==> src/rtl/hazard_ctrl_if.sv <==
// Hazard-control bundle between the pipelined controller/datapath (master)
// and hazard_ctrl (slave): decode/execute hazard inputs and stall/flush/forward outputs.
interface hazard_ctrl_if;
  logic [3:0] RA1D;
  logic [3:0] RA2D;
  logic [3:0] WA3D;
  logic       RegWriteD;
  logic       MemtoRegD;
  logic       PCSrcD;
  logic       RegWriteEOut;
  logic       PCSrcEOut;
  logic       BranchTakenE;
  logic [1:0] ForwardAE;
  logic [1:0] ForwardBE;
  logic       StallF;
  logic       StallD;
  logic       FlushD;
  logic       FlushE;

  modport master (
    output RA1D, RA2D, WA3D, RegWriteD, MemtoRegD, PCSrcD,
    output RegWriteEOut, PCSrcEOut, BranchTakenE,
    input  ForwardAE, ForwardBE, StallF, StallD, FlushD, FlushE
  );

  modport slave (
    input  RA1D, RA2D, WA3D, RegWriteD, MemtoRegD, PCSrcD,
    input  RegWriteEOut, PCSrcEOut, BranchTakenE,
    output ForwardAE, ForwardBE, StallF, StallD, FlushD, FlushE
  );
endinterface

==> src/rtl/hazard_ctrl.sv <==
// Hazard controller for the 5-stage ARM pipeline: shadow E/M/W register tracking,
// forwarding selects, load-use stall, branch and PC-write flushes. HAZARD_PERF_EN adds counters.
module hazard_ctrl (
  input  logic          clk,
  input  logic          reset,
  hazard_ctrl_if.slave  hz
`ifdef HAZARD_PERF_EN
  ,
  output logic [31:0]   StallCount,
  output logic [31:0]   FlushCount
`endif
);

  logic       validD;
  logic [3:0] RA1E, RA2E, WA3E;
  logic       RegWriteE, MemtoRegE, PCSrcE;
  logic [3:0] WA3M, WA3W;
  logic       RegWriteM, PCSrcM, RegWriteW, PCSrcW;

  logic       regWriteDq, memtoRegDq, pcSrcDq;
  logic       ldrStall, pcWrPending;
  logic [1:0] forwardA, forwardB;
  logic       stallF, stallD, flushD, flushE;

  // M beats W; R15 is never forwarded because it is read from the PC path
  function automatic logic [1:0] fwdSel(
    input logic [3:0] ra,
    input logic       regWriteM, input logic [3:0] wa3M,
    input logic       regWriteW, input logic [3:0] wa3W
  );
    logic [1:0] sel;
    if (regWriteM && (wa3M == ra) && (ra != 4'd15)) begin
      sel = 2'b10;
    end else if (regWriteW && (wa3W == ra) && (ra != 4'd15)) begin
      sel = 2'b01;
    end else begin
      sel = 2'b00;
    end
    return sel;
  endfunction

  // Hazard detection and stall/flush/forward decode
  always_comb begin
    regWriteDq  = hz.RegWriteD & validD;
    memtoRegDq  = hz.MemtoRegD & validD;
    pcSrcDq     = hz.PCSrcD & validD;
    ldrStall    = MemtoRegE & RegWriteE & validD &
                  ((WA3E == hz.RA1D) | (WA3E == hz.RA2D));
    pcWrPending = pcSrcDq | PCSrcE | PCSrcM;
    forwardA    = fwdSel(RA1E, RegWriteM, WA3M, RegWriteW, WA3W);
    forwardB    = fwdSel(RA2E, RegWriteM, WA3M, RegWriteW, WA3W);
    stallF      = ldrStall | pcWrPending;
    stallD      = ldrStall;
    flushD      = pcWrPending | PCSrcW | hz.BranchTakenE;
    flushE      = ldrStall | hz.BranchTakenE;
  end

  assign hz.ForwardAE = forwardA;
  assign hz.ForwardBE = forwardB;
  assign hz.StallF    = stallF;
  assign hz.StallD    = stallD;
  assign hz.FlushD    = flushD;
  assign hz.FlushE    = flushE;

  // Shadow pipeline of register numbers and write flags
  always_ff @(posedge clk) begin
    if (!reset) begin
      validD    <= 1'b0;
      RA1E      <= 4'd0;
      RA2E      <= 4'd0;
      WA3E      <= 4'd0;
      RegWriteE <= 1'b0;
      MemtoRegE <= 1'b0;
      PCSrcE    <= 1'b0;
      WA3M      <= 4'd0;
      RegWriteM <= 1'b0;
      PCSrcM    <= 1'b0;
      WA3W      <= 4'd0;
      RegWriteW <= 1'b0;
      PCSrcW    <= 1'b0;
    end else begin
      // validD drops after a flush only once decode is free to advance
      if (stallD) begin
        validD <= validD;
      end else begin
        validD <= !flushD;
      end
      if (flushE) begin
        RA1E      <= 4'd0;
        RA2E      <= 4'd0;
        WA3E      <= 4'd0;
        RegWriteE <= 1'b0;
        MemtoRegE <= 1'b0;
        PCSrcE    <= 1'b0;
      end else begin
        RA1E      <= hz.RA1D;
        RA2E      <= hz.RA2D;
        WA3E      <= hz.WA3D;
        RegWriteE <= regWriteDq;
        MemtoRegE <= memtoRegDq;
        PCSrcE    <= pcSrcDq;
      end
      WA3M      <= WA3E;
      RegWriteM <= hz.RegWriteEOut;
      PCSrcM    <= hz.PCSrcEOut;
      WA3W      <= WA3M;
      RegWriteW <= RegWriteM;
      PCSrcW    <= PCSrcM;
    end
  end

`ifdef HAZARD_PERF_EN
  // Load-use stall and taken-branch event counters, wrapping at 2^32
  always_ff @(posedge clk) begin
    if (!reset) begin
      StallCount <= 32'd0;
      FlushCount <= 32'd0;
    end else begin
      if (ldrStall) begin
        StallCount <= StallCount + 32'd1;
      end else begin
        StallCount <= StallCount;
      end
      if (hz.BranchTakenE) begin
        FlushCount <= FlushCount + 32'd1;
      end else begin
        FlushCount <= FlushCount;
      end
    end
  end
`endif

endmodule

==> src/flat_wrapper.sv <==
// flat-port wrapper written by rule: the top's interface ports become plain ports
module hazard_ctrl_flat 
  (clk, reset, hz_RA1D, hz_RA2D, hz_WA3D, hz_RegWriteD, hz_MemtoRegD, hz_PCSrcD, hz_RegWriteEOut, hz_PCSrcEOut, hz_BranchTakenE, hz_ForwardAE, hz_ForwardBE, hz_StallF, hz_StallD, hz_FlushD, hz_FlushE);
  hazard_ctrl_if hz_i ();
  input  logic clk;
  input  logic reset;
  input wire logic [$bits(hz_i.RA1D)-1:0] hz_RA1D;
  input wire logic [$bits(hz_i.RA2D)-1:0] hz_RA2D;
  input wire logic [$bits(hz_i.WA3D)-1:0] hz_WA3D;
  input wire logic [$bits(hz_i.RegWriteD)-1:0] hz_RegWriteD;
  input wire logic [$bits(hz_i.MemtoRegD)-1:0] hz_MemtoRegD;
  input wire logic [$bits(hz_i.PCSrcD)-1:0] hz_PCSrcD;
  input wire logic [$bits(hz_i.RegWriteEOut)-1:0] hz_RegWriteEOut;
  input wire logic [$bits(hz_i.PCSrcEOut)-1:0] hz_PCSrcEOut;
  input wire logic [$bits(hz_i.BranchTakenE)-1:0] hz_BranchTakenE;
  output wire logic [$bits(hz_i.ForwardAE)-1:0] hz_ForwardAE;
  output wire logic [$bits(hz_i.ForwardBE)-1:0] hz_ForwardBE;
  output wire logic [$bits(hz_i.StallF)-1:0] hz_StallF;
  output wire logic [$bits(hz_i.StallD)-1:0] hz_StallD;
  output wire logic [$bits(hz_i.FlushD)-1:0] hz_FlushD;
  output wire logic [$bits(hz_i.FlushE)-1:0] hz_FlushE;
  assign hz_i.RA1D = hz_RA1D;
  assign hz_i.RA2D = hz_RA2D;
  assign hz_i.WA3D = hz_WA3D;
  assign hz_i.RegWriteD = hz_RegWriteD;
  assign hz_i.MemtoRegD = hz_MemtoRegD;
  assign hz_i.PCSrcD = hz_PCSrcD;
  assign hz_i.RegWriteEOut = hz_RegWriteEOut;
  assign hz_i.PCSrcEOut = hz_PCSrcEOut;
  assign hz_i.BranchTakenE = hz_BranchTakenE;
  assign hz_ForwardAE = hz_i.ForwardAE;
  assign hz_ForwardBE = hz_i.ForwardBE;
  assign hz_StallF = hz_i.StallF;
  assign hz_StallD = hz_i.StallD;
  assign hz_FlushD = hz_i.FlushD;
  assign hz_FlushE = hz_i.FlushE;
  hazard_ctrl u_core (.clk(clk), .reset(reset), .hz(hz_i));
endmodule
==> config.mk <==
export PLATFORM = sky130hd
export DESIGN_NAME = hazard_ctrl_flat
export DESIGN_NICKNAME = d
export VERILOG_FILES = /design/src/rtl/hazard_ctrl_if.sv /design/src/rtl/hazard_ctrl.sv /design/src/flat_wrapper.sv
export SDC_FILE = /design/constraint.sdc
export NUM_CORES = 1
export LEC_CHECK = 0
export CORE_MARGIN = 3
export CORE_UTILIZATION = 43
export DETAILED_ROUTE_END_ITERATION = 8
export PLACE_DENSITY_LB_ADDON = 0.05
export SLEW_MARGIN = 10
export SYNTH_ARGS = -nofsm -noshare
export SYNTH_HDL_FRONTEND = slang
export SYNTH_SLANG_ARGS = --single-unit
==> constraint.sdc <==
create_clock -name clk -period 1.5 [get_ports clk]
set_clock_uncertainty 0.2 [all_clocks]
set_input_delay 0.375 -clock clk [delete_from_list [all_inputs] [get_ports clk]]
set_output_delay 0.375 -clock clk [all_outputs]
set_load 0.01 [all_outputs]
# After elaboration in Yosys (flattened, before gate mapping)
# Index checks and enable logic that the tools add are counted.
# word_totals
regBits	28
input_bits	20
out_inout_bits	8
# op_classes
eq_ne	8
mux	4
bitwise_logic	14
n_reduce_logical	10
# op_table
op	n
4-bit == test	6
1-bit logical AND	8
4-bit != test, second input constant	2
1-bit bitwise OR	7
1-bit AND	6
2-bit 2-to-1 mux	2
1-bit 2-to-1 mux	2
2-bit OR reduction	1
1-bit logical NOT	1
1-bit NOT	1

# Logic depth before layout (Yosys ltp)
# Gate-level depths: netlist of the first run.
# logic_depth
depth_word	6
ltp_mapped	5
ltp_nobuf	4

# Worst setup path after synthesis of the first run
# No wires, ideal clock.
# synth_path
path_type	reg2out
start	register u_core.RA1E[0]
end	output hz_ForwardAE[0]
arrival_ns	1.131
required_ns	0.925
setup_slack_ns	-0.206
stages_incl_launch_ff	5
path_cell_list	dfxtp_1 > xnor2_1 > nand4_1 > a211oi_1 > a2111oi_2
# synth_via
elab_chain_len	5
# synth_lines
element	line_no	rtl
start, declared	hazard_ctrl.sv:15	logic [3:0] RA1E, RA2E, WA3E;
start signal, assigned	hazard_ctrl.sv:96	RA1E <= hz.RA1D;
4-bit == test	hazard_ctrl.sv:34	end else if (regWriteW && (wa3W == ra) && (ra != 4'd15)) begin
1-bit logical AND (2 in series)	hazard_ctrl.sv:34	
1-bit 2-to-1 mux	hazard_ctrl.sv:34	
2-bit 2-to-1 mux (*)	hazard_ctrl.sv:32	if (regWriteM && (wa3M == ra) && (ra != 4'd15)) begin
end, declared	flat_wrapper.sv:16	output wire logic [$bits(hz_i.ForwardAE)-1:0] hz_ForwardAE;
# Every way passes the cells marked *; elsewhere a longest branch is shown, timed or not.

# Worst setup path in the final report of the first run
# layout_path
start	register u_core.WA3E[2]
end	output hz_StallF
# layout_via
elab_chain_len	4
# layout_lines
element	line_no	rtl
start, declared	hazard_ctrl.sv:15	
start signal, assigned	hazard_ctrl.sv:98	WA3E <= hz.WA3D;
4-bit == test	hazard_ctrl.sv:48	((WA3E == hz.RA1D) | (WA3E == hz.RA2D));
1-bit bitwise OR (*)	hazard_ctrl.sv:48	
1-bit AND (*)	hazard_ctrl.sv:47	ldrStall = MemtoRegE & RegWriteE & validD &
1-bit bitwise OR (*)	hazard_ctrl.sv:52	stallF = ldrStall | pcWrPending;
end, declared	flat_wrapper.sv:18	output wire logic [$bits(hz_i.StallF)-1:0] hz_StallF;
# Marks and branches as above.

==> flow_summary.json, run 1 <==
{
  "yosysMostFrequentCell": "dfxtp_1",
  "track_usage_pct": 18.7,
  "ys_types": 22,
  "ant_nets": 0,
  "syn_to_final_growth_pct": 59.7,
  "fmax_mhz": 467,
  "crit_path_end_kind": "output port",
  "drive_gt1_share_pct": 42.2,
  "wirelength_um": 2820,
  "use_met2_pct": 30.5,
  "clkSinkCount": 28,
  "critical_path_buf_inv_count": 2,
  "yosysTopAreaCell": "dfxtp_1",
  "critPathMostFrequentCell": "buf_6",
  "max_slew_margin_pct": 80.8,
  "use_met1_pct": 22.3,
  "clk-insertion-delay-late_ns": 0.33,
  "syn_nets": 144,
  "hp-start": "hz_RA1D[1]",
  "gp_congestion": 0.863,
  "crit_fanout": 3,
  "r2r_end": "u_core.validD",
  "initial_core_util_pct": 45.8,
  "tns_ns": -6.05,
  "antenna_found_initial": 0,
  "netlist_instances": 124,
  "post_dp_cell_area_um2": 1620,
  "syn_avg_cell_area_um2": 9.23,
  "core_um2": 2500,
  "vias": 1027,
  "crit_path_start_kind": "register",
  "grt_overflow_total": 0,
  "insertedDiodeCount": 0,
  "tightest_slew_ns": 0.287,
  "dpl.hpwl_um": 1940,
  "hold_viol": 0,
  "num-fill-cells": 180,
  "path_cells": "xnor2_2 > nand4_1 > a21oi_4 > buf_6 > or2_4 > buf_6",
  "yosys_register_bits": 28,
  "cts.clk_slew.worst_paths_ns": 0.15,
  "max_cap_viol_count": 0,
  "violations": "setup timing",
  "fin_crit_ns": 2.14,
  "die_x_um": 57.6,
  "finalNetCount": 194,
  "row_count": 18,
  "die_y_um": 57.6,
  "routed_via_density": 5.06,
  "grt_use_met3_pct": 4.98,
  "worst_slack_ns": -0.642,
  "cts_tree": "built",
  "rr_startpoint": "u_core.WA3E[2]",
  "wire_per_inst_um": 13.9,
  "die_area_um2": 3320,
  "yosysWarnings": 0,
  "synth_common_cells": "dfxtp_1, xnor2_1, nor2_1",
  "finalSetupViolations": 24,
  "critPathCapture": "hz_StallF",
  "cp_data_required_time_ns": 0.92,
  "worst-r2r-setup-slack_ns": -0.16,
  "timing.final.crit_share_pct": 143,
  "path_depth": 6,
  "synth_area_leaders": "dfxtp_1, xnor2_1, and2_1, nor2_1, nand2_1",
  "grt_max_degree": 17,
  "crit_family": "flip-flops",
  "cts-root-buf": "clkbuf_4",
  "synth-edff-count": 0,
  "powerDensity_nw_per_um2": 756,
  "hold_path.class": "in -> reg",
  "io_buffer_count": 27,
  "dr.first_iter.drc_count": 29,
  "vdd_ir_drop_max_uv": 539,
  "drcViolationCount": 0,
  "busiest_layer": "met2",
  "grt_pass1_wl_um": 4700,
  "drt_first_pass_iters": 4,
  "rsz0062_at_grt": "yes",
  "design_area_um2": 1830,
  "ys.flop_type": "dfxtp_1",
  "cts_buffers": 3,
  "cts.path.max_buffers": 2,
  "crit_type": "reg -> out",
  "crit_arrival_ns": 1.57,
  "synth-seq-area-share_pct": 49.0,
  "async_flop_share_pct": 0,
  "critical_path.startpoint": "u_core.WA3E[2]",
  "maxSlewViolCount": 0,
  "grt_pass1_vias": 1054,
  "outcome": "finished with violations",
  "place_worst_setup_slack_ns": -1.19,
  "power.leakage_uw": 0.000757,
  "ff2ff_path_depth": 7,
  "floorplan.io_pins": 28,
  "yosysTopAreaCellShare_pct": 49.0,
  "ctsHtreeMaxLevel": 1,
  "cp_slowest_stage_delay_ns": 0.39,
  "synthesis.area_um2": 1140,
  "cts_hold_buffers": 0,
  "crit_slowest_cell": "dfxtp_4"
}
-- how the worst min path moves through the flow --
stage / cells past startpoint / slack (ns) / endpoint
after floorplan: 1 / 0.24 / u_core.PCSrcW
after global placement: 1 / 0.26 / u_core.PCSrcW
after detailed placement: 1 / 0.26 / u_core.PCSrcW
after CTS: 3 / 0.22 / u_core.RA2E[1]
after global routing: 3 / 0.23 / u_core.RA1E[1]
final: 3 / 0.23 / u_core.RA1E[1]
-- through the flow --
stage	hold slack [ns]	total power, uW	utilization [%]	instances
floorplan	0.236	907	-	124
global placement	0.256	1020	65.0	194
detailed placement	0.260	1030	65.0	194
CTS	0.222	1380	72.0	204
global route	0.228	1450	73.1	203
finish	0.226	1380	73.1	203
-- per-layer routing --
layer	up-vias	routed length (um)
met2	37	1400
met4	0	124
met1	476	1130
met5	-	0
met3	10	164
li1	504	-
-- cell families (layout without fill, tap and decap cells) --
group,after synthesis,in the layout,synth area share [%]
AOI/OAI and AO/OA,7,7,5.79
xor gates and xnor gates,20,20,15.3
buffers and inverters,4,53,2.08
DFF,28,28,49.0
and+or+nand+nor,65,65,27.9
-- what timing repair did --
action | CTS | global route
pin swaps | 16 | 13
setup endpoints to repair | 24 | 24
resized for setup | 75 | 9
setup buffers | 5 | 1
cloned | 1 | 0
-- flip-flops by register name, indices dropped and copies added (netlist names) --
register,cells
u_core.RegWriteE,1
u_core.PCSrcE,1
u_core.RegWriteM,1
u_core.MemtoRegE,1
u_core.validD,1
u_core.WA3M,4
u_core.PCSrcW,1
u_core.PCSrcM,1
u_core.RegWriteW,1
u_core.WA3W,4
u_core.RA2E,4
u_core.RA1E,4
u_core.WA3E,4
-- worst min-delay path: cells and delay by family --
family                 cells  cell delay (ns)
buffers and inverters      1             0.27
AND/OR/NAND/NOR            2             0.10
-- cell usage in the layout, fill, tap and decap left out --
| cell | count |
|---|---|
| dfxtp_2 | 7 |
| nand3_1 | 6 |
| nand3_2 | 1 |
| nand2_4 | 1 |
| a21oi_2 | 1 |
| nand4_1 | 6 |
| nor3_2 | 2 |
| dfxtp_1 | 14 |
| xnor2_2 | 14 |
| buf_6 | 7 |
| nand2_1 | 13 |
| or2_4 | 3 |
| buf_16 | 1 |
| a2111oi_4 | 1 |
| nor2b_1 | 4 |
| clkdlybuf4s50_1 | 10 |
| a21oi_4 | 1 |
| and2_1 | 11 |
| clkbuf_8 | 1 |
| buf_8 | 1 |
| dfxtp_4 | 7 |
| inv_1 | 1 |
| a211oi_2 | 1 |
| buf_2 | 5 |
| a31oi_1 | 1 |
| and2_2 | 1 |
| nor2_1 | 17 |
| buf_4 | 15 |
| a211o_1 | 1 |
| dlygate4sd2_1 | 9 |
| clkbuf_4 | 3 |
| xnor2_1 | 6 |
| o21a_1 | 1 |
-- report_power, final --
group	leakage, uW	switching (uW)	internal (uW)	total, uW
Sequential	0.000237	30.6	764	794
Combinational	0.000500	84.5	135	220
Clock	0.0000210	219	149	368
Total	0.000757	334	1050	1380
-- area by class of cell --
class                      instances  area [um^2]  share of cell area (%)
inverter                           1         3.75                   0.205
timing repair buffer              48          438                    24.0
multi-input combinational         92          717                    39.2
clock buffer                       4         36.3                    1.98
tap                               30         37.5                    2.05
sequential                        28          596                    32.6
Power figures use the tool's default switching activity.
==> run 2: changes to the inputs <==
- SKIP_CTS_REPAIR_TIMING: unset -> 1
==> run 2 against run 1 <==
The run still ends with setup timing left. Critical endpoint is now hz_FlushE. Critical path depth did not move. Sequential share of layout area rose by 0.57 points. Largest power group unchanged. Power fell by 0.48%. Largest cell class unchanged. First-iteration DRC count did not move. Via count fell by 3.9%. Wire length fell by 5.8%.
==> flow_summary.json, run 2 (synthesis gave the netlist of run 1 again) <==
{
  "cts-root-buf": "clkbuf_4",
  "clkSinkCount": 28,
  "cp_data_required_time_ns": 0.92,
  "io_buffer_count": 27,
  "vias": 987,
  "timing.final.crit_share_pct": 143,
  "dpl.hpwl_um": 1940,
  "p_clk_share_pct": 26.0,
  "crit_path_end_kind": "output port",
  "grt_pass1_vias": 951,
  "core_um2": 2500,
  "row_count": 18,
  "fmax_mhz": 465,
  "powerDensity_nw_per_um2": 765,
  "p_switching_uw": 323,
  "initial_core_util_pct": 45.8,
  "finalSetupViolations": 20,
  "worst_slack_ns": -0.651,
  "clk-insertion-delay-late_ns": 0.31,
  "ant_nets": 0,
  "die_y_um": 57.6,
  "routed_via_density": 4.96,
  "power_uw": 1380,
  "cts.clk_slew.worst_paths_ns": 0.15,
  "die_x_um": 57.6,
  "wirelength_um": 2660,
  "syn_to_final_growth_pct": 56.9,
  "floorplan.io_pins": 28,
  "fin_crit_ns": 2.15,
  "violations": "setup timing",
  "drt_first_pass_iters": 4,
  "final_util_pct": 71.9,
  "vdd_ir_drop_max_uv": 551,
  "layout_common_cells": "nor2_1, xnor2_2, buf_4, dfxtp_1, nand2_1",
  "power.leakage_uw": 0.000812,
  "finalNetCount": 190,
  "crit_fanout": 6,
  "drive_gt1_share_pct": 40.2,
  "insertedDiodeCount": 0,
  "p_seq_share_pct": 57.7,
  "crit_type": "reg -> out",
  "track_usage_pct": 15.7,
  "crit_arrival_ns": 1.58,
  "crit_path_start_kind": "register",
  "cts_tree": "built",
  "grt_max_degree": 17,
  "tightest_slew_ns": 0.288,
  "wire_per_inst_um": 13.4,
  "max_slew_margin_pct": 80.7,
  "worst-r2r-setup-slack_ns": -0.05,
  "hold_path.class": "in -> reg",
  "ctsHtreeMaxLevel": 1,
  "dr.first_iter.drc_count": 29,
  "cts_buffers": 3,
  "grt_pass1_wl_um": 4040,
  "antenna_found_initial": 0,
  "rsz0062_at_grt": "yes",
  "switching_share_pct": 23.5,
  "drcViolationCount": 0,
  "max_cap_viol_count": 0,
  "layout_commonest_cell": "nor2_1",
  "die_area_um2": 3320,
  "gp_congestion": 0.863,
  "intPower_uw": 1050,
  "cts.path.max_buffers": 2,
  "maxSlewViolCount": 0,
  "outcome": "finished with violations",
  "power_frac_comb_pct": 16.3,
  "grt_overflow_total": 0,
  "hold_viol": 0
}
==> run 2: cell types whose count changed in the layout (fill, tap and decap cells not counted), sizes merged <==
cell / change
clkbuf: +1
dlygate4sd2: -9
dlymetal6s2s: +10
buf: -6
==> run 2: final timing paths <==
| path | depth (start not counted) | endpoint | startpoint |
|---|---|---|---|
| setup reg to reg | 5 | u_core.RA1E[3] | u_core.WA3E[2] |
| hold / removal | 3 | u_core.RA1E[1] | hz_RA1D[1] |
| setup / recovery | 6 | hz_FlushE | u_core.WA3E[2] |
| hold reg to reg | 1 | u_core.PCSrcW | u_core.PCSrcM |
==> run 2: final cells by class <==
class / count / area (um^2)
clock buffer: 4 / 36.3
fill: 198 / 703
inverter: 1 / 3.75
multi-input combinational: 92 / 712
sequential: 28 / 596
tap: 30 / 37.5
timing repair buffer: 44 / 412
==> run 2: metal layers <==
metal	GRT usage (%)	vias to the layer above	part of all wire, %
met5	0	-	0
met4	8.94	0	1.4
met3	3.17	4	4.5
met2	24.7	26	52
met1	19.9	458	42
li1	-	499	-
==> run 2: critical path: stages, from the launching register on <==
cell and delay, ns:
dfxtp_4 0.39, xnor2_2 0.16, nand4_1 0.17, a21oi_4 0.24
buf_6 0.12, or2_4 0.10, buf_6 0.09
==> run 2: metrics by stage <==
step,hold WS [ns],worst slack (ns),instance area (um^2),TNS (ns),cells
floorplan,0.236,-0.147,1220,-0.496,124
global placement,0.256,-1.16,1620,-14.46,194
detailed placement,0.260,-1.19,1620,-15.15,194
CTS,0.302,-1.20,1660,-10.95,198
global route,0.126,-0.698,1800,-5.67,199
finish,0.139,-0.651,1800,-4.68,199
==> run 2: power groups by stage <==
stage               combinational, uW  sequential (uW)  clock, uW
floorplan                         101              806          0
global placement                  210              810          0
detailed placement                215              811          0
CTS                               216              795        371
global route                      239              797        402
finish                            224              793        358
==> run 3: changes to the inputs <==
- CELL_PAD_IN_SITES_DETAIL_PLACEMENT: unset -> 0
- CELL_PAD_IN_SITES_GLOBAL_PLACEMENT: unset -> 1
- CORE_UTILIZATION: 43 -> 32
==> run 3 against run 2 <==
The run still ends with setup timing left. Sequential cell count unchanged. Clock-buffer cell count fell by 1. Hold slack got worse by 0.0023 ns. Via count shrank 6.7%. Utilization is 19 points lower. Register-to-register slack better by 0.06 ns. Worst setup slack lost 0.066 ns. Sequential share of layout area rose by 0.26 points. Power decreased by 5.6%. Non-clock buffer count down 1. Critical path depth is 1 higher. Critical endpoint is now hz_StallF. Largest cell class unchanged.
==> flow_summary.json, run 3 (synthesis gave the netlist of run 1 again) <==
{
  "power.leakage_uw": 0.000781,
  "cts_tree": "built",
  "grt_pass1_wl_um": 3790,
  "insertedDiodeCount": 0,
  "antenna_found_initial": 0,
  "crit_type": "reg -> out",
  "tightest_slew_ns": 0.301,
  "grt_overflow_total": 0,
  "dr.first_iter.drc_count": 29,
  "power_uw": 1300,
  "crit_slowest_cell": "dfxtp_4",
  "finalNetCount": 189,
  "drt_first_pass_iters": 3,
  "critical_path_buf_inv_count": 3,
  "track_usage_pct": 11.7,
  "holdWs_ns": 0.136,
  "dp.cells": 206,
  "floorplan.io_pins": 28,
  "max_slew_margin_pct": 79.9,
  "routed_via_density": 4.32,
  "cp_slowest_stage_delay_ns": 0.39,
  "rsz0062_at_grt": "yes",
  "clkSinkCount": 28,
  "cts.path.max_buffers": 2,
  "path_cells": "xnor2_2 > nand4_1 > a21oi_4 > buf_6 > buf_6 > or2_4 > buf_6",
  "hp-start": "hz_PCSrcD",
  "layout_commonest_cell": "nor2_1",
  "instances_no_fill": 213,
  "finalSetupViolations": 8,
  "ff2ff_path_depth": 5,
  "cp_data_required_time_ns": 0.92,
  "initial_core_util_pct": 33.8,
  "clk-insertion-delay-late_ns": 0.31,
  "layout_common_cells": "nor2_1, nand2_1, dfxtp_1, xnor2_2, buf_4",
  "cts-root-buf": "clkbuf_4",
  "drive_gt1_share_pct": 38.3,
  "io_buffer_count": 27,
  "ant_nets": 0,
  "worst-r2r-setup-slack_ns": 0.01,
  "worst_slack_ns": -0.717,
  "die_y_um": 65.8,
  "crit_family": "simple AND/OR/NAND/NOR gates",
  "crit_path_start_kind": "register",
  "powerDensity_nw_per_um2": 731,
  "max_cap_viol_count": 0,
  "row_count": 21,
  "core_um2": 3390,
  "cts.clk_slew.worst_paths_ns": 0.14,
  "vias": 921,
  "gp_congestion": 0.761,
  "wire_per_inst_um": 11.5,
  "maxSlewViolCount": 0,
  "r2r_end": "u_core.RA2E[1]",
  "rr_startpoint": "u_core.WA3E[1]",
  "ff_latch_area_um2": 593,
  "critPathMostFrequentCell": "buf_6",
  "crit_fanout": 3,
  "grt_pass1_vias": 867,
  "outcome": "finished with violations",
  "grt_max_degree": 17,
  "num-fill-cells": 310,
  "cts_buffers": 3,
  "multiInputGateArea_um2": 702,
  "timing.final.crit_share_pct": 148,
  "syn_to_final_growth_pct": 55.1,
  "fin_crit_ns": 2.22,
  "vdd_ir_drop_max_uv": 285,
  "dpl.hpwl_um": 1830,
  "crit_path_end_kind": "output port",
  "hold_path.class": "in -> reg",
  "drcViolationCount": 0,
  "worstHoldPathCells": 3,
  "die_area_um2": 4330,
  "hold_viol": 0,
  "wirelength_um": 2440,
  "violations": "setup timing",
  "ctsHtreeMaxLevel": 1,
  "fmax_mhz": 451,
  "die_x_um": 65.8,
  "crit_arrival_ns": 1.64,
  "holdPathEnd": "u_core.PCSrcE"
}
==> run 3: layout make-up <==
class	count	share of cell area, %
clock buffers	3	1.27
inverters	1	0.211
multi-input cells	92	39.5
flip-flops and latches	28	33.4
well taps	46	3.24
repair buffers	43	22.3
==> run 3: how the worst max path moves through the flow <==
stage              startpoint         to  slack, ns  cells past startpoint
6_report       u_core.WA3E[3]  hz_StallF      -0.72                      7
5_1_grt        u_core.WA3E[1]  hz_StallF      -0.79                      7
4_1_cts            hz_RA1D[3]  hz_FlushE      -1.17                      6
3_5_place_dp       hz_RA1D[3]  hz_StallF      -1.16                      6
3_3_place_gp       hz_RA1D[3]  hz_FlushE      -1.16                      6
2_1_floorplan      hz_RA1D[1]  hz_FlushE      -0.15                      4
==> run 3: through the flow <==
stage | utilization (%) | setup slack [ns] | TNS, ns | area [um^2]
5_1_grt | 52.4 | -0.794 | -6.22 | 1780
3_3_place_gp | 47.6 | -1.16 | -15.06 | 1610
2_1_floorplan | - | -0.147 | -0.496 | 1220
6_report | 52.4 | -0.717 | -4.37 | 1780
4_1_cts | 48.3 | -1.17 | -11.21 | 1640
3_5_place_dp | 47.6 | -1.16 | -15.17 | 1610
==> run 3: tightest hold or removal path: cells and delay by family <==
| kind | cells | cell delay (ns) |
|---|---|---|
| buf+inv | 1 | 0.13 |
| simple gates | 2 | 0.12 |
==> run 3: routing by layer <==
metal | GRT usage, % | vias to the layer above | wire length, um
met1 | 13.0 | 407 | 975
met2 | 21.4 | 17 | 1330
li1 | - | 495 | -
met3 | 2.38 | 2 | 121
met4 | 4.66 | 0 | 17
met5 | 0 | - | 0
==> run 3: where the power goes <==
group	internal (uW)	switching, uW
sequential	765	27.4
combinational	138	81.1
clock	93.8	193
total	996	302
